==> config.mk <==
export PLATFORM = sky130hd
export DESIGN_NAME = control_seq
export DESIGN_NICKNAME = d
export VERILOG_FILES = /design/src/rtl/control_seq_pkg.sv /design/src/rtl/control_seq_sel_encode.sv /design/src/rtl/control_seq.sv
export SDC_FILE = /design/constraint.sdc
export NUM_CORES = 1
export LEC_CHECK = 0
export CAP_MARGIN = 20
export CORE_MARGIN = 2
export CORE_UTILIZATION = 32
export DETAILED_ROUTE_END_ITERATION = 8
export HOLD_SLACK_MARGIN = 0.06
export PLACE_DENSITY = 0.87
export SKIP_CTS_REPAIR_TIMING = 1
export SLEW_MARGIN = 30
export SYNTH_ARGS = -nofsm -noshare
export SYNTH_HDL_FRONTEND = slang
export SYNTH_SLANG_ARGS = --single-unit
==> constraint.sdc <==
create_clock -name clock -period 7.2 [get_ports clock]
set_input_delay 1.44 -clock clock [delete_from_list [all_inputs] [get_ports clock]]
set_output_delay 1.44 -clock clock [all_outputs]
set_load 0.05 [all_outputs]
==> src/rtl/control_seq_pkg.sv <==
// Shared CPU definitions: instruction field positions, opcodes, control-FSM
// state encoding and opcode classification used by the control sequencer.
package control_seq_pkg;

  localparam int unsigned IR_W  = 32;
  localparam int unsigned OP_W  = 5;
  localparam int unsigned REG_W = 4;
  localparam int unsigned NREG  = 16;

  localparam int unsigned OP_MSB = 31;
  localparam int unsigned OP_LSB = 27;
  localparam int unsigned RA_MSB = 26;
  localparam int unsigned RA_LSB = 23;
  localparam int unsigned RB_MSB = 22;
  localparam int unsigned RB_LSB = 19;
  localparam int unsigned RC_MSB = 18;
  localparam int unsigned RC_LSB = 15;

  localparam logic [OP_W-1:0] OP_ADD = 5'b00011;
  localparam logic [OP_W-1:0] OP_SUB = 5'b00100;
  localparam logic [OP_W-1:0] OP_AND = 5'b00101;
  localparam logic [OP_W-1:0] OP_OR  = 5'b00110;
  localparam logic [OP_W-1:0] OP_DIV = 5'b01111;
  localparam logic [OP_W-1:0] OP_MUL = 5'b10000;

  typedef enum logic [2:0] {
    ST_IDLE, ST_T0, ST_T1, ST_T2, ST_T3, ST_T4, ST_T5, ST_T6
  } state_e;

  typedef enum logic [1:0] {
    CLS_3REG, CLS_HILO, CLS_ILL
  } op_class_e;

  function automatic op_class_e op_class(input logic [OP_W-1:0] op);
    case (op)
      OP_ADD, OP_SUB, OP_AND, OP_OR: return CLS_3REG;
      OP_DIV, OP_MUL:                return CLS_HILO;
      default:                       return CLS_ILL;
    endcase
  endfunction

endpackage

==> src/rtl/control_seq_sel_encode.sv <==
// Register-field decoder: 4-bit register number plus enable to a one-hot
// 16-bit select; all-zero when disabled.
module sel_encode
  import control_seq_pkg::*;
(
  input  logic [REG_W-1:0] i_sel,
  input  logic             i_en,
  output logic [NREG-1:0]  o_onehot
);

  assign o_onehot = i_en ? (NREG'(1) << i_sel) : '0;

endmodule

==> src/rtl/control_seq.sv <==
// Hardwired control sequencer: fetch (T0-T2) then per-class execute steps.
// Outputs are Moore-decoded from the current state and the loaded ir.
module control_seq
  import control_seq_pkg::*;
(
  input  logic            clock,
  input  logic            clear,
  input  logic            run,
  input  logic [IR_W-1:0] ir,
  output logic            PCout,
  output logic            MARin,
  output logic            incPC,
  output logic            PCin,
  output logic            read,
  output logic            MDRin,
  output logic            MDRout,
  output logic            IRin,
  output logic            Yin,
  output logic            Zin,
  output logic            ZLowOut,
  output logic            ZHighOut,
  output logic            HIin,
  output logic            LOin,
  output logic [NREG-1:0] Rin,
  output logic [NREG-1:0] Rout,
  output logic [OP_W-1:0] opcode,
  output logic            done,
  output logic            illegal
);

  state_e           r_state;
  state_e           w_next;
  logic [OP_W-1:0]  w_op;
  logic [REG_W-1:0] w_ra;
  logic [REG_W-1:0] w_rb;
  logic [REG_W-1:0] w_rc;
  op_class_e        w_cls;
  logic             w_rin_en;
  logic             w_rout_en;
  logic [REG_W-1:0] w_rout_sel;
  logic             w_unused_ir;

  assign w_op        = ir[OP_MSB:OP_LSB];
  assign w_ra        = ir[RA_MSB:RA_LSB];
  assign w_rb        = ir[RB_MSB:RB_LSB];
  assign w_rc        = ir[RC_MSB:RC_LSB];
  assign w_cls       = op_class(w_op);
  assign w_unused_ir = ^ir[RC_LSB-1:0];

  always_ff @(posedge clock or posedge clear) begin
    if (clear) r_state <= ST_IDLE;
    else       r_state <= w_next;
  end

  // Next-state and strobe decode; every instruction end returns to T0 or IDLE on run.
  always_comb begin
    w_next     = r_state;
    PCout      = 1'b0;
    MARin      = 1'b0;
    incPC      = 1'b0;
    PCin       = 1'b0;
    read       = 1'b0;
    MDRin      = 1'b0;
    MDRout     = 1'b0;
    IRin       = 1'b0;
    Yin        = 1'b0;
    Zin        = 1'b0;
    ZLowOut    = 1'b0;
    ZHighOut   = 1'b0;
    HIin       = 1'b0;
    LOin       = 1'b0;
    opcode     = '0;
    done       = 1'b0;
    illegal    = 1'b0;
    w_rin_en   = 1'b0;
    w_rout_en  = 1'b0;
    w_rout_sel = '0;
    case (r_state)
      ST_IDLE: if (run) w_next = ST_T0;
      ST_T0: begin
        PCout  = 1'b1;
        MARin  = 1'b1;
        incPC  = 1'b1;
        w_next = ST_T1;
      end
      ST_T1: begin
        PCin   = 1'b1;
        read   = 1'b1;
        MDRin  = 1'b1;
        w_next = ST_T2;
      end
      ST_T2: begin
        MDRout = 1'b1;
        IRin   = 1'b1;
        w_next = ST_T3;
      end
      ST_T3: begin
        if (w_cls == CLS_ILL) begin
          illegal = 1'b1;
          w_next  = run ? ST_T0 : ST_IDLE;
        end else begin
          w_rout_en  = 1'b1;
          w_rout_sel = (w_cls == CLS_3REG) ? w_rb : w_ra;
          Yin        = 1'b1;
          w_next     = ST_T4;
        end
      end
      ST_T4: begin
        w_rout_en  = 1'b1;
        w_rout_sel = (w_cls == CLS_3REG) ? w_rc : w_rb;
        opcode     = w_op;
        Zin        = 1'b1;
        w_next     = ST_T5;
      end
      ST_T5: begin
        ZLowOut = 1'b1;
        if (w_cls == CLS_HILO) begin
          LOin   = 1'b1;
          w_next = ST_T6;
        end else begin
          w_rin_en = 1'b1;
          done     = 1'b1;
          w_next   = run ? ST_T0 : ST_IDLE;
        end
      end
      ST_T6: begin
        ZHighOut = 1'b1;
        HIin     = 1'b1;
        done     = 1'b1;
        w_next   = run ? ST_T0 : ST_IDLE;
      end
      default: w_next = ST_IDLE;
    endcase
  end

  sel_encode u_rin_enc (
    .i_sel    (w_ra),
    .i_en     (w_rin_en),
    .o_onehot (Rin)
  );

  sel_encode u_rout_enc (
    .i_sel    (w_rout_sel),
    .i_en     (w_rout_en),
    .o_onehot (Rout)
  );

endmodule

==> results of run 1 <==
-- stage by stage --
stage	utilization [%]	std cells
after CTS	62.2	229
final	62.2	229
after floorplan	-	138
after global placement	61.2	225
after global routing	62.2	229
after detailed placement	61.2	225
-- worst max-delay path by stage --
stage / to
2_1_floorplan: Rout[0]
3_3_place_gp: Rout[3]
3_5_place_dp: Rout[1]
4_1_cts: Rout[1]
5_1_grt: Rout[6]
6_report: Rout[1]
-- worst register-to-register path, cell delays in order (launching register included) --
cell and delay, ns:
dfrtp_1 0.51, inv_1 0.38, o211ai_1 0.22, a22o_1 0.28
-- area by class of cell --
cell class                 instances  share of cell area (%)
timing repair buffer              72                    45.5
sequential                         3                    4.74
clock buffer                       4                    1.66
tap                               30                    2.37
multi-input combinational        117                    45.0
inverter                           3                   0.711
-- cell usage in the layout, fill, tap and decap left out, types with 2 or more instances in the layout --
master           instances
and2_1                   6
and3_1                   6
clkbuf_4                 3
clkdlybuf4s50_1         72
dfrtp_1                  3
inv_1                    3
mux2_2                   2
mux2i_1                  4
nand2_1                 15
nand2b_1                 4
nand3_1                  6
nand3b_1                 2
nor2_1                  18
nor2b_1                  2
nor3_1                   7
nor4_1                  17
o211a_1                  2
o211ai_1                 4
o21ai_0                  6
-- where the power goes --
| group | internal (W) | switching [W] |
|---|---|---|
| sequential | 0.0000244 | 0.0000248 |
| clock | 0.0000208 | 0.00000955 |
| combinational | 0.0000952 | 0.000194 |
-- kinds of logic after synthesis --
logic type / after synthesis / synth area share, %
AOI/OAI and AO/OA: 22 / 19.3
DFF: 3 / 8.56
buffers and inverters: 18 / 10.3
and+or+nand+nor: 87 / 52.1
xor gates and xnor gates: 1 / 0.999
muxes: 7 / 8.84
-- routing by layer --
layer  part of all wire [%]  wire length, um
met5                      0                0
met4                   0.22                7
met3                    7.5              243
met2                     52             1680
met1                     40             1290
==> summary.txt, run 1 <==
Placed design
  – IO buf count: between 70 and 80
  – Dpl hpwl: 2560 um
  – Routability cong.: 0.785
  – Placed cell area: 1560 um^2
  – Pre-CTS worst setup slack: ~1.2 ns

Clock tree
  – CTS tree: yes
  – Cts bufs inserted: 3
  – H-tree depth: 1
  – Clk root buf: clkbuf_4
  – Skew-Pair Late Insertion Delay: about 0.24 ns
  – Clk pin slew, worst setup/hold paths: 0.04 ns
  – CTS max path bufs: 2
  – Sink Count: 3

Timing
  – Fin crit share: a little over four fifths
  – Minimum clock period: between 6 and 7 ns
  – Setup WS post-layout: 1.17 ns
  – Max Clock Skew: about 0.0029 ns
  – Worst-Margin Slew: approximately 0.6 ns
  – Slew Viols, Final: 0
  – Hold Vio Cnt, Final: 0
  – WHS: 0.720 ns
  – RSZ-0062 raised after global routing: no
  – Setup TNS after final layout: 0 ns
  – Rel. slew slack: 59.7%
  – Fmax: ~170 MHz
  – Final setup viols: 0

Worst setup path
  – Critical path class: primary input to output port
  – Worst setup SP type: primary input
  – Max Fanout on Critical Path: 8
  – CP required: 5.76 ns
  – Critical Path Start: ir[29]
  – Max incr delay on CP: roughly 0.85 ns
  – Crit end category: output port
  – Reg2Reg Depth: 3
  – R2R Path End: r_state[2]
  – Worst path most repeated cell: clkdlybuf4s50_1
  – Slowest-stage cell, CP: clkdlybuf4s50_1
  – Instance count on the critical path: 7
  – Number of buffers and inverters on the critical path: 2
  – CP Cell Sequence: clkdlybuf4s50_1, a21bo_1, a211o_1, mux2i_1, or4b_1, nor4_1, clkdlybuf4s50_1
  – Reg2reg start: r_state[0]
  – Critical Path AT: 4.59 ns
  – R2r setup slk: 5.69 ns
  – Cell family with most CP delay: buffers and inverters

Global route
  – Vias in the first global route: 1135
  – GRT met1 Usage: approximately 23%
  – Pin count of the biggest net entering global routing: 16
  – Grt ovf: 0
  – Gr usage total: 18.8%
  – M2 GR Usage: 34.8%
  – First-pass GRT wire length: 5080 um
  – Routing usage on met3: 3.23%
  – Antenna violations before repair: 0
  – Most used routing layer: met2

Hold path
  – Hold Path Class: register to register
  – WHS Endpoint: r_state[0]
  – WHS Path Cells: 2
  – Worst Hold Launch: r_state[1]

Die
  – Starting Density: 34.5%
  – Die area: 3180 um^2
  – # rows: 18
  – Ports: just under 90
  – Die Span X: ~56 um
  – Core area: around 2500 um^2
  – Die Ht: 56.4 um

Outcome
  – Outcome: finished clean

Logic synthesis
  – Synth Warn #: 0
  – Post-Syn Nets: 173
  – Asr flop ratio synth: 100%
  – Sequential area share after synthesis: 8.56%
  – Register bit total from synthesis: 3
  – Most common cell in the netlist: nor2_1
  – Cell area after synthesis: 877 um^2
  – Mean Syn Cell Area: about 6.4 um^2
  – Area leader, netlist: nor4_1
  – Cells after synthesis: 138
  – Yosys top cell area share: approximately an eighth
  – Cell variety after synth: 36
  – Post-synth EDFFs: 0
  – Leading cell types by count after synthesis: nor2_1, nor4_1, nand2_1
  – Dominant synthesized flop cell: dfrtp_1
  – Synth area leaders: nor4_1, dfrtp_1, nor2_1

Final layout
  – Largest register FFs: 3
  – Biggest regs: r_state (3)
  – Ant diodes: 0
  – Area grow syn2layout: 80.5%
  – Multi-input logic area: 712 um^2
  – Final design area excluding fillers: 1580 um^2
  – Share of layout cells above drive strength 1: ~3.5%
  – Biggest register: r_state
  – Final net count: 235
  – Register area: between 70 and 80 um^2
  – Number of fill cells: 223

Routing
  – Detail Route Antenna Nets: 0
  – Vias per cell: 5.69
  – # DRC: 0
  – DRT Pass-1 Iters: 4
  – WL final: 3220 um
  – DR WL/cell: 14.1 um
  – Drt first-iter violations: 52
  – DR vias: 1302

Pwr
  – Tot Pwr: 0.000369 W
  – Worst vdd ir: 0.235 mV
  – Power Density: 233 nW/um^2
  – Leakage: around 0.58 nW

Flow run
  – Max cap viols: 0
(Power assumes the default switching activity.)
==> inputs of run 2 (changes only) <==
CORE_UTILIZATION = 27   (was 32)
PLACE_DENSITY = 0.78   (was 0.87)
clock period = 5 ns   (was 7.2 ns; I/O delays follow)
==> run 2 against run 1 <==
Final cell count increased by 6.1%. Utilization shrank 6.6 points. Sequential power is 43% higher. Worst setup slack got worse by 0.88 ns. Flip-flop and latch count unchanged. Clock skew is 0.0011 ns lower. Final area is 8.1% higher. First-iteration DRC count down 31%. Die area increased by 17%. Combinational power rose by 45%. Count of clock-buffer cells in the layout is the same. Non-clock buffer count is the same.
==> summary.txt, run 2 (synthesis gave the netlist of run 1 again) <==
Pwr
  – NetSw: 0.000322 W
  – Tot Pwr: between 0.0005 and 0.0006 W
  – Sw Ratio: about three fifths
  – Seq pwr share: a little over an eighth
  – Internal power: 0.000207 W
  – Leakage: about 0.64 nW
  – Power share of the combinational group: 78.9%
  – Power Density: approximately 310 nW/um^2
  – Part of the power in the clock network: 7.7%
  – Worst vdd ir: 0.316 mV

Final layout
  – Ant diodes: 0
  – Biggest register: r_state
  – Layout Cells excl Fill: 243
  – Share of layout cells above drive strength 1: between 10% and 20%
  – Number of fill cells: 299
  – Area grow syn2layout: 95.0%
  – Commonest non-fill, non-tap cells in the layout: clkdlybuf4s50_1, nor2_1, nor4_1, nand2_1, buf_12
  – Largest register FFs: 3
  – Most common cell after layout, fill and taps aside: clkdlybuf4s50_1
  – Biggest regs: r_state (3)
  – Final net count: 235

Die
  – # rows: 20
  – Die Ht: 61.0 um
  – Die Span X: 61.0 um
  – Die area: 3720 um^2
  – Core area: 3080 um^2
  – Starting Density: around 28%
  – Ports: between 80 and 90

Timing
  – Minimum clock period: 4.70 ns
  – RSZ-0062 raised after global routing: no
  – Worst-Margin Slew: roughly 0.64 ns
  – Slew Viols, Final: 0
  – Setup TNS after final layout: 0 ns
  – Setup WS post-layout: 0.296 ns
  – Rel. slew slack: 57.0%
  – Fmax: 213 MHz
  – Final setup viols: 0
  – Fin crit share: roughly 94%
  – WHS: approximately 0.71 ns
  – Max Clock Skew: 0.00179 ns
  – Hold Vio Cnt, Final: 0

Outcome
  – Outcome: finished clean

Clock tree
  – Clk pin slew, worst setup/hold paths: approximately 0.040 ns
  – Clk root buf: clkbuf_4
  – CTS max path bufs: 2
  – H-tree depth: 1
  – Skew-Pair Late Insertion Delay: 0.23 ns
  – CTS tree: yes
  – Sink Count: 3
  – Cts bufs inserted: 3

Routing
  – Vias per cell: roughly 5.3
  – Routed met2 length: 1430 um
  – WL met3: 261 um
  – DR vias: 1278
  – DRT Pass-1 Iters: 4
  – DR WL/cell: 12.6 um
  – # DRC: 0
  – Drt first-iter violations: 36
  – Met1 Wirelength: around 1300 um
  – Highest metal used: met4
  – Detail Route Antenna Nets: 0
  – WL final: 3050 um

Worst setup path
  – Cell family with most CP delay: simple AND/OR/NAND/NOR gates
  – CP Cell Sequence: clkdlybuf4s50_1, a21bo_1, a211o_1, mux2i_1, or4b_1, nor4_1, buf_12
  – Crit end category: output port
  – Slowest-stage cell, CP: or4b_1
  – Instance count on the critical path: 7
  – Max incr delay on CP: 0.67 ns
  – Number of buffers and inverters on the critical path: 2
  – CP required: 4.00 ns
  – Worst setup SP type: primary input
  – Max Fanout on Critical Path: 8
  – Reg2Reg Depth: 3
  – Critical path class: primary input to output port
  – Critical Path AT: about 3.7 ns

Global route
  – Gr usage total: 15.6%
  – Vias in the first global route: 1087
  – Antenna violations before repair: 0
  – First-pass GRT wire length: 4530 um
  – Grt ovf: 0
  – Pin count of the biggest net entering global routing: 16

Placed design
  – Routability cong.: 0.766
  – Dpl hpwl: about 2500 um
  – Placed Instances: between 200 and 250
  – Pre-CTS worst setup slack: roughly 0.32 ns
  – IO buf count: 72

Flow run
  – Max cap viols: 0

Hold path
  – Hold Path Class: register to register
  – WHS Path Cells: 2
==> run 2: changes by cell type in the layout (fill, tap and decap cells not counted), sizes merged <==
cell	before	now
buf	0	16
clkdlybuf4s50	72	56
==> run 2: layer usage <==
metal,vias up,global-route usage [%]
li1,630,-
met1,593,18.4
met2,53,28.6
met3,2,3.41
met4,0,3.42
met5,-,0
==> run 2: layout make-up <==
cell class / count / area [um^2] / share of cell area (%)
Inverter: 3 / 11.3 / 0.658
Timing Repair Buffer: 72 / 831 / 48.6
Sequential cell: 3 / 75.1 / 4.39
Clock buffer: 4 / 26.3 / 1.54
Multi-Input combinational cell: 117 / 712 / 41.6
Tap cell: 44 / 55.1 / 3.22
==> run 2: power groups by stage <==
stage               logic [W]  registers, W  clock network, W
CTS                  0.000419     0.0000701         0.0000426
global route         0.000439     0.0000750         0.0000457
finish               0.000418     0.0000705         0.0000410
floorplan            0.000338     0.0000437                 0
global placement     0.000414     0.0000688                 0
detailed placement   0.000417     0.0000705                 0
==> run 2: final timing paths <==
| path | start | end | slack [ns] |
|---|---|---|---|
| worst min-delay path | r_state[1] | r_state[0] | 0.71 |
| worst min register to register | r_state[1] | r_state[0] | 0.71 |
| min in group asynchronous | clear | r_state[1] | 0.94 |
| worst max register to register | r_state[0] | r_state[2] | 3.51 |
| max in group asynchronous | clear | r_state[2] | 3.93 |
| worst max-delay path | ir[29] | Rout[2] | 0.30 |
==> run 2: through the flow <==
step           area, um^2  util, %
2_1_floorplan         877        -
3_3_place_gp         1680     54.7
5_1_grt              1710     55.6
3_5_place_dp         1680     54.7
4_1_cts              1710     55.6
6_report             1710     55.6
==> run 2: worst reg2reg max path, cell delays in order (launching register included) <==
cell	delay, ns
dfrtp_1	0.51
inv_1	0.36
o211ai_1	0.21
a22o_1	0.29
